## src/rtl/core_lsu.sv

```systemverilog
// Load/store sequencer: turns core_ex's one-cycle memory request into a req/ack bus read, plus a write for stores.
// Optional bus timeout is enabled with `define CORE_LSU_TIMEOUT_EN (limit set by TIMEOUT_CYCLES).
module core_lsu #(
  parameter int TIMEOUT_CYCLES = 255
) (
  input  logic        clk,
  input  logic        rst,
  input  logic        ex_req_in,
  input  logic        ex_rw_in,
  input  logic [31:0] ex_addr_in,
  input  logic [31:0] ex_wdata_in,
  output logic [31:0] ex_rdata_out,
  output logic        hold_flag_out,
  output logic        bus_req_out,
  output logic        bus_we_out,
  output logic [31:0] bus_addr_out,
  output logic [31:0] bus_wdata_out,
  input  logic [31:0] bus_rdata_in,
  input  logic        bus_ack_in,
  output logic        err_out
);

  typedef enum logic [1:0] {IDLE, RD, WR, DONE} state_t;

  localparam int              CNT_W       = (TIMEOUT_CYCLES > 255) ? 16 : 8;
  localparam logic [CNT_W-1:0] TIMEOUT_VAL = CNT_W'(TIMEOUT_CYCLES);

  state_t state;
  state_t next_state;
  logic   busy;
  logic   timeout;

  assign busy = (state == RD) || (state == WR);

`ifdef CORE_LSU_TIMEOUT_EN
  logic [CNT_W-1:0] wait_cnt;

  // Cleared whenever a bus phase (read or write) is entered, counts unacknowledged cycles.
  always_ff @(posedge clk) begin
    if (!rst) begin
      wait_cnt <= '0;
    end else if ((next_state == RD && state != RD) || (next_state == WR && state != WR)) begin
      wait_cnt <= '0;
    end else if (busy && !bus_ack_in) begin
      wait_cnt <= wait_cnt + CNT_W'(1);
    end
  end

  assign timeout = busy && (wait_cnt == TIMEOUT_VAL);
`else
  logic unused_timeout;
  assign unused_timeout = ^TIMEOUT_VAL;
  assign timeout        = 1'b0;
`endif

  // NOTE: sequential state uses non-blocking (<=) so every flop samples pre-edge values.
  always_ff @(posedge clk) begin
    if (!rst) begin
      state <= IDLE;
    end else begin
      state <= next_state;
    end
  end

  // NOTE: every always_comb output gets a default first, otherwise an unassigned path infers a latch.
  always_comb begin
    next_state = state;
    case (state)
      IDLE: if (ex_req_in) next_state = RD;
      RD: begin
        if (bus_ack_in)   next_state = ex_rw_in ? WR : DONE;
        else if (timeout) next_state = DONE;
      end
      WR: if (bus_ack_in || timeout) next_state = DONE;
      DONE:    next_state = IDLE;
      default: next_state = IDLE;
    endcase
  end

  // Stall starts combinationally with the request and is released only in DONE.
  always_comb begin
    hold_flag_out = ex_req_in && (state != DONE);
    bus_wdata_out = (state == WR) ? ex_wdata_in : 32'h0;
  end

  always_ff @(posedge clk) begin
    if (!rst) begin
      bus_req_out  <= 1'b0;
      bus_we_out   <= 1'b0;
      bus_addr_out <= 32'h0;
      ex_rdata_out <= 32'h0;
      err_out      <= 1'b0;
    end else begin
      bus_req_out <= (next_state == RD) || (next_state == WR);
      bus_we_out  <= (next_state == WR);
      err_out     <= busy && !bus_ack_in && timeout;

      if (state == IDLE && ex_req_in) begin
        bus_addr_out <= ex_addr_in;
      end

      // A timed-out access returns zero so a load never consumes stale data.
      if (state == RD && bus_ack_in) begin
        ex_rdata_out <= bus_rdata_in;
      end else if (busy && !bus_ack_in && timeout) begin
        ex_rdata_out <= 32'h0;
      end
    end
  end

endmodule
```

## config.mk

```make
export PLATFORM = sky130hd
export DESIGN_NAME = core_lsu
export DESIGN_NICKNAME = d
export VERILOG_FILES = /design/src/rtl/core_lsu.sv
export SDC_FILE = /design/constraint.sdc
export NUM_CORES = 1
export LEC_CHECK = 0
export CORE_MARGIN = 5
export CORE_UTILIZATION = 33
export DETAILED_ROUTE_END_ITERATION = 16
export GPL_ROUTABILITY_DRIVEN = 0
export PLACE_DENSITY_LB_ADDON = 0.12
export SKIP_LAST_GASP = 1
export SYNTH_ARGS = -nofsm -noshare
export SYNTH_HDL_FRONTEND = slang
export SYNTH_SLANG_ARGS = --single-unit
```

## constraint.sdc

```tcl
create_clock -name clk -period 1.4 [get_ports clk]
set_input_delay 0.28 -clock clk [delete_from_list [all_inputs] [get_ports clk]]
set_output_delay 0.28 -clock clk [all_outputs]
set_load 0.01 [all_outputs]
```

Word-level counts from Yosys, hierarchy flattened
Cells that the tools add are included.
{"block": "word_totals", "word_cells": 22, "output_inout_bits": 100, "register_bits": 68, "inputBits": 101}
{"block": "classes", "reduce_logical": 5, "n_mux": 6, "eq_ne": 6}
{"operator": "$mux W32", "count": 1}
{"operator": "$pmux W2 S4", "count": 1}
{"operator": "$eq A2 B2 Y1 const B", "count": 3}
{"operator": "$mux W2", "count": 3}
{"operator": "$eq A2 B1 Y1 const B", "count": 2}
{"operator": "$logic_and A1 B1 Y1", "count": 3}
{"operator": "$logic_not A2 Y1", "count": 1}
{"operator": "$ne A2 B2 Y1 const B", "count": 1}
{"operator": "$logic_or A1 B1 Y1", "count": 1}
{"operator": "$mux W1", "count": 1}

Longest topological paths before layout
{"block": "logic_depth", "depth_word": 5, "mapped_depth": 5, "ltp_nobuf": 4}

Worst setup path before layout
No wires, ideal clock.
{"block": "synth_timing", "path_kind": "register -> register", "startpoint": "reg state[1]", "endpoint": "reg bus_req_out", "setup_ps": 65, "period_less_slack_ps": 1387, "t_arrival_ps": 1322, "n_path_buf": 1, "stages_incl_launch_ff": 6, "path_slack_ps": 13, "path_cell_list": "dfxtp_1 -> and3b_1 -> buf_6 -> or2_2 -> ha_1 -> nor2b_1"}
{"block": "synth_between", "elab_chain_len": 4, "elab_cells_between_ends": 11}
{"item": "start, declared", "line_no": "28", "rtl": "state_t state;"}
{"item": "start signal, assigned", "line_no": "61", "rtl": "state <= next_state;"}
{"item": "$eq A2 B2 Y1 (tied with other cells)", "line_no": "68", "rtl": "case (state)"}
{"item": "$pmux W2 S4 (*)", "line_no": "68"}
{"item": "net next_state[1]", "line_no": "29", "rtl": "state_t next_state;"}
{"item": "$eq A2 B1 Y1 / $eq A2 B2 Y1 (equally long branches)", "line_no": "94", "rtl": "bus_req_out <= (next_state == RD) || (next_state == WR);"}
{"item": "$logic_or A1 B1 Y1 (*)", "line_no": "94"}
{"item": "end signal, assigned", "line_no": "94"}
{"item": "end, declared", "line_no": "14", "rtl": "output logic bus_req_out,"}
The timed path passes the listed nets; every way through them passes the cells marked *.
A chain may end at the register's enable or synchronous reset.

Worst setup path in the final report
{"block": "layout_timing", "startpoint": "reg state[0]", "endpoint": "out bus_wdata_out[12]"}
{"block": "layout_between", "elab_chain_len": 2}
{"item": "$eq A2 B2 Y1", "line_no": "83", "rtl": "bus_wdata_out = (state == WR) ? ex_wdata_in : 32'h0;"}
{"item": "$mux W32", "line_no": "83"}
{"item": "end, declared", "line_no": "17", "rtl": "output logic [31:0] bus_wdata_out,"}
Every way passes these cells.

==> results.cfg <==
[finish]
fin_area_um2 = 5517
nNetsFinal = 649
syn2layout_area_growth_pct = 81.29
diodes = 0
utilization_pct = 60.56
fillers = 797
drive_gt1_share_pct = 20.33

[hold_path]
hp-class = input pin to register

[setup_path]
required_ps = 1120
reg2reg_to = bus_req_out
reg2regPathDepth = 7
crit_path_end_kind = output pin
startpoint_type = register
critPathArrivalTime_ps = 1340
cp-startpoint = state[0]
path_class = register to output pin
cp_max_fo = 6
reg2reg_from = state[0]
endpoint = bus_wdata_out[12]
rrSetupSlack_ps = -210

[route]
avgRoutedWirePerCell_um = 15.67
post-route-drc-count = 0
num_vias = 3028
top_layer = met4
vias_per_cell = 4.574
ant_nets = 0
wl_met3_um = 1025
routed-wl-met2_um = 5299
routed_wl_um = 10370
m1WireLength_um = 3970
dr.pass1.iters = 4
drt_iter0_markers = 87

[yosys]
synthArstFlopShare_pct = 0
yosys.area.top_type = dfxtp_1
synth_top_area_share_pct = 44.74
yosysWarnings = 0
syn_nets = 436
syn_avg_cell_area_um2 = 9.111
synth.most_common_cell = nand2_1
synth.area.top_cells = dfxtp_1, mux2i_1, nand2_1
synth-seq-area-share_pct = 44.74
ys_ff_latch = 68
synth_common_cells = nand2_1, dfxtp_1, mux2i_1, and2_1, buf_2
synth_cell_types = 24
synthCells = 334
synth_edf_count = 0
synth_flop_cell = dfxtp_1
syn_area_um2 = 3043

[sta]
fin_crit_ps = 1623
clock-skew-final_ps = 15.28
slew_viol_final = 0
hold_viol = 0
fin_tns_setup_ps = -5082
setup_slack_ps = -222.9
finalSetupViolations = 34
fin_crit_sh_pct = 115.9
fmax_ghz = 0.6162
rsz0062_at_grt = true

[die]
die_w_um = 106.0
core_region_area_um2 = 9109
num_rows = 35
io_pins = 201
start_util_pct = 33.41
dieArea_um2 = 11240
die_y_um = 106.0

[pwr]
p_leak_nw = 2.583
ir_drop_uv = 422.9
power_density_nw_per_um2 = 874.3
finalPower_mw = 4.823

[global_routing]
grt_pass1_wl_um = 15340
grt_start_max_net_pins = 33
grt_pass1_vias = 3065
grt_usage_pct = 17.20
antenna_found_initial = 0
grt.overflow.total = 0

[placement]
dp_hpwl_um = 7278
place_area_um2 = 5111
portBuffers = 199

[clocking]
clk_path_buf_depth = 2
clkSinkCount = 68
h-tree-depth = 3
ctsHoldBuffers = 0
cts_tree = yes
cts-root-buf = clkbuf_8
clk_latency_ps = 340
path_clk_slew_ps = 80
cts_inserted_buffers = 9

[run]
maxCapViolations = 0

[outcome]
violations = negative setup slack
outcome = finished with violations
-- layout make-up --
type / instances / area [µm²] / area share (%)
repair buffers: 225 / 2251 / 40.80
multi-input cells: 243 / 1577 / 28.58
flip-flops and latches: 68 / 1369 / 24.81
well taps: 111 / 138.9 / 2.518
clock buffers: 10 / 127.6 / 2.313
clock inverters: 5 / 53.80 / 0.9753
-- kinds of logic (layout without fill, tap and decap cells) --
| logic type | Yosys count | count (layout) | share of synthesized area [%] |
|---|---|---|---|
| AOI/OAI and AO/OA | 5 | 5 | 1.151 |
| adders and majority gates | 1 | 1 | 0.4111 |
| muxes | 64 | 64 | 21.05 |
| other | 1 | 1 | 0.1232 |
| buffers and inverters | 27 | 240 | 8.265 |
| DFF | 68 | 68 | 44.74 |
| and+or+nand+nor | 168 | 172 | 24.26 |
-- flip-flops by register name (all words and copies together) (netlist names) --
| signal | count |
|---|---|
| bus_req_out | 1 |
| bus_addr_out | 32 |
| state | 2 |
| bus_we_out | 1 |
| ex_rdata_out | 32 |
-- timing repair --
item                       in CTS  in global routing
gates resized for setup       239                 33
pin swaps                      28                  6
setup buffers                   7                  1
cloned                          4                  5
setup endpoints to repair     101                 63
-- worst max-delay path: stages (launching register included) --
cell and delay, ps:
dfxtp_4 380, and2b_2 260, buf_6 130, and2_1 120, buf_2 130
-- report_power, final --
group / total [mW] / switching (mW) / internal, mW
Sequential: 2.12 / 0.0630 / 2.06
Clock: 1.53 / 0.720 / 0.807
Combinational: 1.17 / 0.470 / 0.704
Total: 4.82 / 1.25 / 3.57
-- stage by stage --
step                      hold slack [ps]  std cells  setup WS (ps)
final                               341.2        662         -222.9
after global routing                353.9        662         -268.3
after CTS                           332.5        656         -235.5
after detailed placement            451.3        630         -428.7
after global placement              439.9        630         -382.7
after floorplan                     422.1        334          13.07
-- cells in the final DEF (no fill, tap or decap), types with 2 or more instances in the layout --
cell type and count:
nor2b_1 2, nand2_1 128, dfxtp_4 2, and2_4 23, clkbuf_8 9, clkinv_2 3, buf_12 7, and2b_2 2
dfxtp_1 66, clkbuf_16 3, dlygate4sd2_1 66, buf_2 10, and2b_4 3, mux2i_1 63, buf_4 9, buf_6 31
and2_1 10, clkdlybuf4s50_1 99
-- layer usage --
layer | up-vias | global-route usage (%)
li1 | 1489 | -
met1 | 1401 | 17.08
met2 | 131 | 32.15
met3 | 7 | 7.832
met4 | 0 | 4.718
met5 | - | 0
-- worst min-delay path by stage --
stage                     cells past startpoint                to              from
after floorplan                               2   bus_addr_out[0]     ex_addr_in[0]
after global placement                        2  bus_addr_out[29]  bus_addr_out[29]
after detailed placement                      2   bus_addr_out[2]   bus_addr_out[2]
after CTS                                     3  ex_rdata_out[27]               rst
after global routing                          3  ex_rdata_out[22]               rst
final                                         3  ex_rdata_out[22]               rst
Note: power is estimated with default switching activity, not from simulation.
